`src/rtl/dist_sqrt_client_pkg.sv`:
```
// Shared types and constants for the distance / square-root client.
// No logic: the state enum, root-unit A/Q widths and the radicand clamp value.
// Q width defaults to 6 bits (4 integer, 2 fractional: the root of a 4-fraction-bit radicand).
`ifndef DIS_SQRT_B
`define DIS_SQRT_B 6
`endif

package dist_sqrt_client_pkg;
   localparam int D_B_DEF    = 10;
   localparam int D_FP_B_DEF = 4;
   localparam int A_INT_B    = 8;
   localparam int A_FP_B     = 4;
   localparam int A_B        = A_INT_B + A_FP_B;
   localparam int Q_B        = `DIS_SQRT_B;
   localparam logic [A_B-1:0] SAT_MAX = '1;

   typedef enum logic [2:0] {
      S_IDLE,
      S_SQUARE,
      S_PACK,
      S_REQ,
      S_WAIT,
      S_OUT
   } sqrt_client_state_t;
endpackage

```
`src/rtl/dist_sqrt_client_sum_sq_accum.sv`:
```
// Sum of squares of three signed deltas through one shared squarer.
// Latency: start cycle latches, then three accumulate cycles; done is high in the last one.
// No backpressure: once started it runs to completion; start restarts it.
module sum_sq_accum #(
   parameter int D_B = 10
) (
   input  logic           clk,
   input  logic           rst_,
   input  logic           start,
   input  logic [D_B-1:0] dx,
   input  logic [D_B-1:0] dy,
   input  logic [D_B-1:0] dz,
   output logic           done,
   output logic [2*D_B:0] acc
);
   logic [D_B-1:0]   lx, ly, lz;
   logic [D_B-1:0]   sel;
   logic [D_B-1:0]   mag;
   logic [2*D_B-1:0] prod;
   logic [1:0]       idx;
   logic             run;

   // Pick the delta for this step.
   always_comb begin
      sel = lx;
      case (idx)
         2'd1:    sel = ly;
         2'd2:    sel = lz;
         default: sel = lx;
      endcase
   end

   // Magnitude as unsigned D_B bits: the most negative value maps to 2^(D_B-1) exactly.
   assign mag  = sel[D_B-1] ? (-sel) : sel;
   assign prod = mag * mag;
   assign done = run && (idx == 2'd2);

   // Latch deltas on start, then accumulate one square per cycle.
   always_ff @(posedge clk or negedge rst_) begin
      if (!rst_) begin
         lx  <= '0;
         ly  <= '0;
         lz  <= '0;
         acc <= '0;
         idx <= '0;
         run <= 1'b0;
      end else if (start) begin
         lx  <= dx;
         ly  <= dy;
         lz  <= dz;
         acc <= '0;
         idx <= '0;
         run <= 1'b1;
      end else if (run) begin
         acc <= acc + {1'b0, prod};
         idx <= idx + 2'd1;
         if (idx == 2'd2) run <= 1'b0;
      end
   end
endmodule

```
`src/rtl/dist_sqrt_client.sv`:
```
// Distance client: sums squared deltas, feeds the root unit, returns the root.
// Latency: accept 0, squares 1-3, pack 4, start from 5; result one cycle after busy falls.
// Backpressure: one vector in flight; in_ready only in IDLE; OUT holds until out_ready.
module dist_sqrt_client
   import dist_sqrt_client_pkg::*;
#(
   parameter int D_B     = D_B_DEF,
   parameter int D_FP_B  = D_FP_B_DEF,
   parameter int TIMEOUT = 64
) (
   input  logic           clk,
   input  logic           rst_,
   input  logic           in_valid,
   output logic           in_ready,
   input  logic [D_B-1:0] dx,
   input  logic [D_B-1:0] dy,
   input  logic [D_B-1:0] dz,
   output logic           sqrt_start,
   output logic [A_B-1:0] sqrt_a,
   input  logic           sqrt_busy,
   input  logic [Q_B-1:0] sqrt_q,
   output logic           out_valid,
   input  logic           out_ready,
   output logic [Q_B-1:0] out_dist,
   output logic           out_err
);
   localparam int ACC_B = 2*D_B + 1;
   localparam int SH    = 2*D_FP_B - A_FP_B;
   localparam int TW    = $clog2(TIMEOUT + 1);
   localparam logic [TW-1:0] TO_LAST = TW'(TIMEOUT - 1);

   sqrt_client_state_t st, nxt;
   logic [ACC_B-1:0]   acc;
   logic [ACC_B-1:0]   acc_sh;
   logic [A_B-1:0]     sat_a;
   logic               acc_done;
   logic [TW-1:0]      to_cnt;
   logic               to_hit;

   sum_sq_accum #(.D_B(D_B)) u_acc (
      .clk   (clk),
      .rst_  (rst_),
      .start (in_valid && in_ready),
      .dx    (dx),
      .dy    (dy),
      .dz    (dz),
      .done  (acc_done),
      .acc   (acc)
   );

   // A sum whose radicand truncates to zero is answered directly: the root unit stalls on A=0.
   assign acc_sh = acc >> SH;
   assign sat_a  = (acc_sh > ACC_B'(SAT_MAX)) ? SAT_MAX : acc_sh[A_B-1:0];
   assign to_hit = (to_cnt == TO_LAST);

   // State register.
   always_ff @(posedge clk or negedge rst_) begin
      if (!rst_) st <= S_IDLE;
      else       st <= nxt;
   end

   // Next state and state-decoded handshake outputs.
   always_comb begin
      nxt        = st;
      in_ready   = 1'b0;
      sqrt_start = 1'b0;
      out_valid  = 1'b0;
      case (st)
         S_IDLE: begin
            in_ready = rst_;
            if (in_valid && rst_) nxt = S_SQUARE;
         end
         S_SQUARE: if (acc_done) nxt = S_PACK;
         S_PACK:   nxt = (sat_a == '0) ? S_OUT : S_REQ;
         S_REQ: begin
            sqrt_start = 1'b1;
            if (to_hit)         nxt = S_OUT;
            else if (sqrt_busy) nxt = S_WAIT;
         end
         S_WAIT: if (!sqrt_busy || to_hit) nxt = S_OUT;
         S_OUT: begin
            out_valid = 1'b1;
            if (out_ready) nxt = S_IDLE;
         end
         default: nxt = S_IDLE;
      endcase
   end

   // Radicand, result capture and timeout counter; a capture beats a same-cycle timeout.
   always_ff @(posedge clk or negedge rst_) begin
      if (!rst_) begin
         sqrt_a   <= '0;
         out_dist <= '0;
         out_err  <= 1'b0;
         to_cnt   <= '0;
      end else begin
         case (st)
            S_PACK: begin
               to_cnt <= '0;
               if (sat_a == '0) begin
                  out_dist <= '0;
                  out_err  <= 1'b0;
               end else begin
                  sqrt_a <= sat_a;
               end
            end
            S_REQ, S_WAIT: begin
               to_cnt <= to_cnt + 1'b1;
               if (st == S_WAIT && !sqrt_busy) begin
                  out_dist <= sqrt_q;
                  out_err  <= 1'b0;
               end else if (to_hit) begin
                  out_dist <= '0;
                  out_err  <= 1'b1;
               end
            end
            default: ;
         endcase
      end
   end
endmodule
```
`config.mk`:
```
export PLATFORM = sky130hd
export DESIGN_NAME = dist_sqrt_client
export DESIGN_NICKNAME = d
export VERILOG_FILES = /design/src/rtl/dist_sqrt_client_pkg.sv /design/src/rtl/dist_sqrt_client_sum_sq_accum.sv /design/src/rtl/dist_sqrt_client.sv
export SDC_FILE = /design/constraint.sdc
export NUM_CORES = 1
export LEC_CHECK = 0
export BUFFER_PORTS_ARGS = -buffer_cell sky130_fd_sc_hd__buf_2
export CAP_MARGIN = 20
export CORE_UTILIZATION = 34
export CTS_CLUSTER_DIAMETER = 60
export CTS_CLUSTER_SIZE = 30
export DETAILED_ROUTE_END_ITERATION = 8
export HOLD_SLACK_MARGIN = 0.05
export PLACE_DENSITY = 0.47
export SYNTH_ARGS = -nofsm -noshare
export SYNTH_HDL_FRONTEND = slang
export SYNTH_SLANG_ARGS = --single-unit
```
`constraint.sdc`:
```
create_clock -name clk -period 15.6 [get_ports clk]
set_input_delay 1.56 -clock clk [delete_from_list [all_inputs] [get_ports clk]]
set_output_delay 1.56 -clock clk [all_outputs]
set_load 0.02 [all_outputs]
```
==> run metrics, run 1 <==
status=completed; critical path class=flop to flop; Avg Inst Size Synth=8.84 µm²; reg-to-reg critical path endpoint=u_acc.acc[20]$_DFFE_PN0P_; first-pass GRT wire length=28.8 mm; post-synthesis xor/xnor area fraction=4.35%; area used by multi-input combinational logic=4840 µm²; DP Area=8140 µm²; Worst Setup End Kind=flop; Design Area, Final=8430 µm²; most common cell after layout, fill and taps aside=nand2_1; Critical Path Start=u_acc.idx[0]$_DFFE_PN0P_; Setup TNS=0 ns; Initial Util=34.7%; sequential area share after synthesis=27.5%; total CTS buffers=9; number of synthesized flops with an enable pin=0; share of layout cells above drive strength 1=12.4%; reg2reg path depth=24; via count=5,739; filler instances=2,304; post-synthesis mux area share=2.28%; crit path DAT=8.46 ns; Fin. Hold Viols=0; R2R Path Start=u_acc.idx[0]$_DFFE_PN0P_; post-synth cell types=74; skew final=0.0130 ns; Top FF cell, synth=dfrtp_1; worst-skew pair later-pin latency=0.35 ns; GRT Total Usage=16.4%; worst path bufs/invs=4; Slew Limit Headroom=33.7%; n_diodes=0; row count=54; Synth area leaders=dfrtp_1 27%, fa_1 17%, ha_1 9.6%, nand2_1 6.9%, inv_1 6.5%; core area=21,800 µm²; Hold Path Origin=u_acc.lz[4]$_DFFE_PN0P_; Yosys reg bits=83; routability congestion estimate=0.809; crit path cell chain=inv_1, ha_1, inv_1, o21ai_2, ha_1, nor2b_2, a31oi_1, xor2_1, nor2_1, fa_1, fa_1, ha_1, fa_1, inv_1, fa_1, inv_1, ha_1, and3_1, a221oi_2, o221ai_1, a21oi_2, o2111ai_1, a211o_1, o21ai_1; Async S/R FF share, synth=100%; Routed Antenna Nets=0; min Tclk post-route=8.19 ns; CP delay by family, top=adder cells; htree depth=3; Die Ht=151 µm; Yosys warning count=0; routed wire length=17.2 mm; area leader, netlist=dfrtp_1; residual DRC count=0; fin. max-slew vios=0; R2R Setup Slk=7.41 ns; maximum fanout along the worst path=14; max frequency=122 MHz; FF+latch area=2080 µm²; initial antenna violation count=0; largest net degree at the start of global routing=54; unrepaired setup endpoints after global routing=false; Synth top area share=27.5%; CTS sink cnt=83; CTS Hold Bufs=0; Post-Synth Simple-Gate Area=16.8%; Post-CTS Setup Inserts=0; Final period util=52.5%; Die Span X=151 µm; DR iter-0 viols=253; critical path's slowest cell=xor2_1; Remaining Overflow, GRT=0; MaxCap Viol Count=0; vias in the first global route=5,677; post-CTS sizing=0; Initial DRT Pass Iterations=4; Root Driver=clkbuf_16; I/O pins=63; fin nets=1,072; post-synthesis adder-cell area fraction=26.8%; complex-gate fraction of the synthesized area=13.4%; Clock Tree Buf Depth=2; hold depth=2; Post-DP HPWL=13.4 mm; CP Data Required Time=15.87 ns; Clock Pin Slew Worst Setup and Hold Paths=0.06 ns; delay of the slowest critical-path stage=0.72 ns; synthesis-to-layout area growth=11.4%; TritonCTS clock tree=built; Startpoint Class=flop; Hold Path End=u_acc.lz[4]$_DFFE_PN0P_; most frequent cells in the layout=140 x nand2_1, 132 x inv_1, 83 x dfrtp_1, 79 x nor2_1, 65 x fa_1; Slew @ Worst Pin=0.994 ns; worst hold path class=flop to flop; Buffers on Ports=62; Via density=4.81; Cell Area, Synth=7560 µm²; drt wl/cell=14.4 µm; die outline area=22,800 µm²; largest family of logic cells by synthesized area=adder cells; cells after synthesis=856; final setup violating endpoints=0
==> cell families (layout without fill, tap and decap cells) <==
group                    Yosys count  count (layout)
AND/OR/NAND/NOR                  290             290
AO/OA/AOI/OAI                    141             141
flip-flops                        83              83
adder cells (fa/ha/maj)          123             123
buffers and inverters            168             220
multiplexers                      17              17
other                              2               7
XOR/XNOR                          32              32
==> how the worst max path moves through the flow <==
stage                                     end  slack [ns]  cells past startpoint
CTS                 u_acc.acc[20]$_DFFE_PN0P_        7.33                     24
finish              u_acc.acc[20]$_DFFE_PN0P_        7.41                     24
floorplan           u_acc.acc[20]$_DFFE_PN0P_        8.59                     28
detailed placement  u_acc.acc[18]$_DFFE_PN0P_        7.33                     23
global placement    u_acc.acc[18]$_DFFE_PN0P_        7.60                     23
global route        u_acc.acc[18]$_DFFE_PN0P_        6.70                     23
==> registers in the layout, indices dropped and copies added, names as in the netlist <==
register,flops
u_acc.run,1
st,3
to_cnt,7
out_dist,6
u_acc.lz,10
sqrt_a,12
u_acc.lx,10
u_acc.ly,10
out_err,1
u_acc.idx,2
u_acc.acc,21
==> synth_stat cells (5+ instances only) <==
cell type,n
nand2_1,140
inv_1,132
dfrtp_1,83
nor2_1,79
fa_1,65
ha_1,58
a21oi_1,42
clkbuf_1,21
nand3_1,20
xnor2_1,19
o21ai_0,16
mux2i_1,15
a21o_1,11
a221o_1,9
and3_1,9
nor3_1,9
xor2_1,8
a211oi_1,7
a22o_1,6
o21ai_2,6
a31oi_1,5
nand2b_1,5
==> area by class of cell <==
| class | count | share of cell area, % |
|---|---|---|
| clock buffers | 12 | 2.81 |
| repair buffers | 66 | 4.07 |
| well taps | 280 | 4.16 |
| multi-input cells | 610 | 57.5 |
| clock inverters | 4 | 0.609 |
| inverters | 138 | 6.21 |
| flip-flops and latches | 83 | 24.7 |
==> layer usage <==
layer,vias up,global-route usage (%),share of wire [%]
li1,2879,-,-
met1,2769,22.7,48
met2,80,26.4,47
met3,11,2.77,3.4
met4,0,4.80,1.1
met5,-,0,0
==> worst reg2reg max path, stage by stage (launching register included) <==
cell and delay [ns]:
dfrtp_1 0.38, inv_1 0.06, ha_1 0.57, inv_1 0.37, o21ai_2 0.62, ha_1 0.28, nor2b_2 0.28, a31oi_1 0.14
xor2_1 0.73, nor2_1 0.17, fa_1 0.63, fa_1 0.43, ha_1 0.33, fa_1 0.54, inv_1 0.05, fa_1 0.53
inv_1 0.04, ha_1 0.35, and3_1 0.24, a221oi_2 0.38, o221ai_1 0.24, a21oi_2 0.25, o2111ai_1 0.17, a211o_1 0.28
o21ai_1 0.07
==> metrics by stage <==
stage / setup WS (ns) / utilization [%] / hold slack, ns / cells
finish: 7.41 / 38.6 / 0.481 / 1193
floorplan: 8.59 / - / 0.446 / 861
detailed placement: 7.33 / 37.3 / 0.469 / 1177
global route: 6.70 / 38.6 / 0.503 / 1193
CTS: 7.33 / 38.6 / 0.483 / 1193
global placement: 7.60 / 37.3 / 0.467 / 1177
Power of run 1 is not shown: default switching activity piles up to over one toggle a cycle in this logic, so the estimate is an artifact.
==> run 2: changes to the inputs <==
clock period = 7.77 ns   (was 15.6 ns; I/O delays follow)
==> run metrics, run 2 (same netlist as run 1, synthesis figures left out) <==
status=completed (unchanged); via count=5,807 (was 5,739); Fin. Hold Viols=0 (unchanged); synthesis-to-layout area growth=12.5% (was 11.4%); worst path bufs/invs=6 (was 4); max FFs per register=21 (unchanged); TritonCTS clock tree=built (unchanged); CP Data Required Time=8.05 ns (was 15.87 ns); I/O pins=63 (unchanged); critical path's slowest cell=fa_1 (was xor2_1); Worst Setup End Kind=flop (unchanged); Final period util=93.4% (was 52.5%); routed wire length=17.7 mm (was 17.2 mm); CTS sink cnt=83 (unchanged); MaxCap Viol Count=0 (unchanged); htree depth=3 (unchanged); crit path DAT=7.54 ns (was 8.46 ns); Startpoint Class=flop (unchanged); Buffers on Ports=62 (unchanged); most common cell after layout, fill and taps aside=nand2_1 (unchanged); maximum fanout along the worst path=11 (was 14); fin nets=1,077 (was 1,072); routability congestion estimate=0.863 (was 0.809); skew final=0.00607 ns (was 0.0130 ns); Clock Pin Slew Worst Setup and Hold Paths=0.06 ns (about the same); unrepaired setup endpoints after global routing=false (unchanged); filler instances=2,320 (was 2,304); CTS Hold Bufs=0 (unchanged); most frequent cells in the layout=140 x nand2_1, 132 x inv_1, 83 x dfrtp_1, 79 x nor2_1, 65 x fa_1 (unchanged); first-pass GRT wire length=29.1 mm (was 28.8 mm); total CTS buffers=9 (unchanged); Slew @ Worst Pin=0.970 ns (was 0.994 ns); critical path class=flop to flop (unchanged); worst hold path class=primary input to asynchronous set/reset pin (was flop to flop); Post-CTS Setup Inserts=0 (unchanged); vias in the first global route=5,522 (was 5,677); post-CTS sizing=0 (unchanged); DP Area=8180 µm² (was 8140 µm²); Worst path depth=26 (was 24); Initial Util=34.7% (unchanged); residual DRC count=0 (unchanged); drt wl/cell=14.8 µm (was 14.4 µm); delay of the slowest critical-path stage=0.54 ns (was 0.72 ns); die outline area=22,800 µm² (unchanged); Post-DP HPWL=13.8 mm (was 13.4 mm); row count=54 (unchanged); core area=21,800 µm² (unchanged); Design Area, Final=8510 µm² (was 8430 µm²); Die Span X=151 µm (unchanged); min Tclk post-route=7.26 ns (was 8.19 ns); max frequency=138 MHz (was 122 MHz); share of layout cells above drive strength 1=13.0% (was 12.4%); Die Ht=151 µm (unchanged); CP delay by family, top=adder cells (unchanged); final std cells w/o fill=1,196 (was 1,193); Root Driver=clkbuf_16 (unchanged); Clock Tree Buf Depth=2 (unchanged); Via density=4.86 (was 4.81); largest net degree at the start of global routing=51 (was 54); Remaining Overflow, GRT=0 (unchanged); Initial DRT Pass Iterations=5 (was 4); final setup violating endpoints=0 (unchanged); Routed Antenna Nets=0 (unchanged); Placed Cells=1,182 (was 1,177); Largest Register=u_acc.acc (unchanged); Util after Layout=39.0% (was 38.6%); worst-skew pair later-pin latency=0.35 ns (about the same); GRT Total Usage=16.6% (was 16.4%); Setup TNS=0 ns (unchanged); n_diodes=0 (unchanged); top flop regs=u_acc.acc x21, sqrt_a x12 (unchanged); reg2reg path depth=26 (was 24); Slew Limit Headroom=35.3% (was 33.7%); fin. max-slew vios=0 (unchanged); DR iter-0 viols=297 (was 253); initial antenna violation count=0 (unchanged)
run 2: area by class of cell:
cell class              instances  area, µm²  area share, %
clock buffers                  10        239           2.81
inverters                     138        523           6.14
clock inverters                 4       98.8           1.16
flip-flops and latches         83       2080           24.4
well taps                     280        350           4.12
repair buffers                 71        380           4.47
multi-input cells             610       4840           56.9
run 2: per-stage QoR:
step                setup WS, ns  hold WS [ns]
floorplan                  0.762         0.446
global placement           0.601         0.467
detailed placement         0.470         0.465
CTS                        0.425         0.425
global route              0.0350         0.453
finish                     0.512         0.417
run 2: metal layers:
layer | GRT usage [%] | routed length, µm
met5 | 0 | 0
met4 | 5.80 | 341
met3 | 2.38 | 504
met1 | 23.6 | 8620
met2 | 25.8 | 8210
run 2: final timing paths:
kind,slack (ns),end,from
setup / recovery,0.51,u_acc.acc[20]$_DFFE_PN0P_,u_acc.idx[0]$_DFFE_PN0P_
hold / removal,0.42,u_acc.ly[1]$_DFFE_PN0P_,rst_
setup reg to reg,0.51,u_acc.acc[20]$_DFFE_PN0P_,u_acc.idx[0]$_DFFE_PN0P_
hold reg to reg,0.48,u_acc.ly[8]$_DFFE_PN0P_,u_acc.ly[8]$_DFFE_PN0P_
max in group asynchronous,6.23,u_acc.acc[7]$_DFFE_PN0P_,rst_
min in group clk,0.48,u_acc.ly[8]$_DFFE_PN0P_,u_acc.ly[8]$_DFFE_PN0P_
Power of run 2 is left out for the same reason.
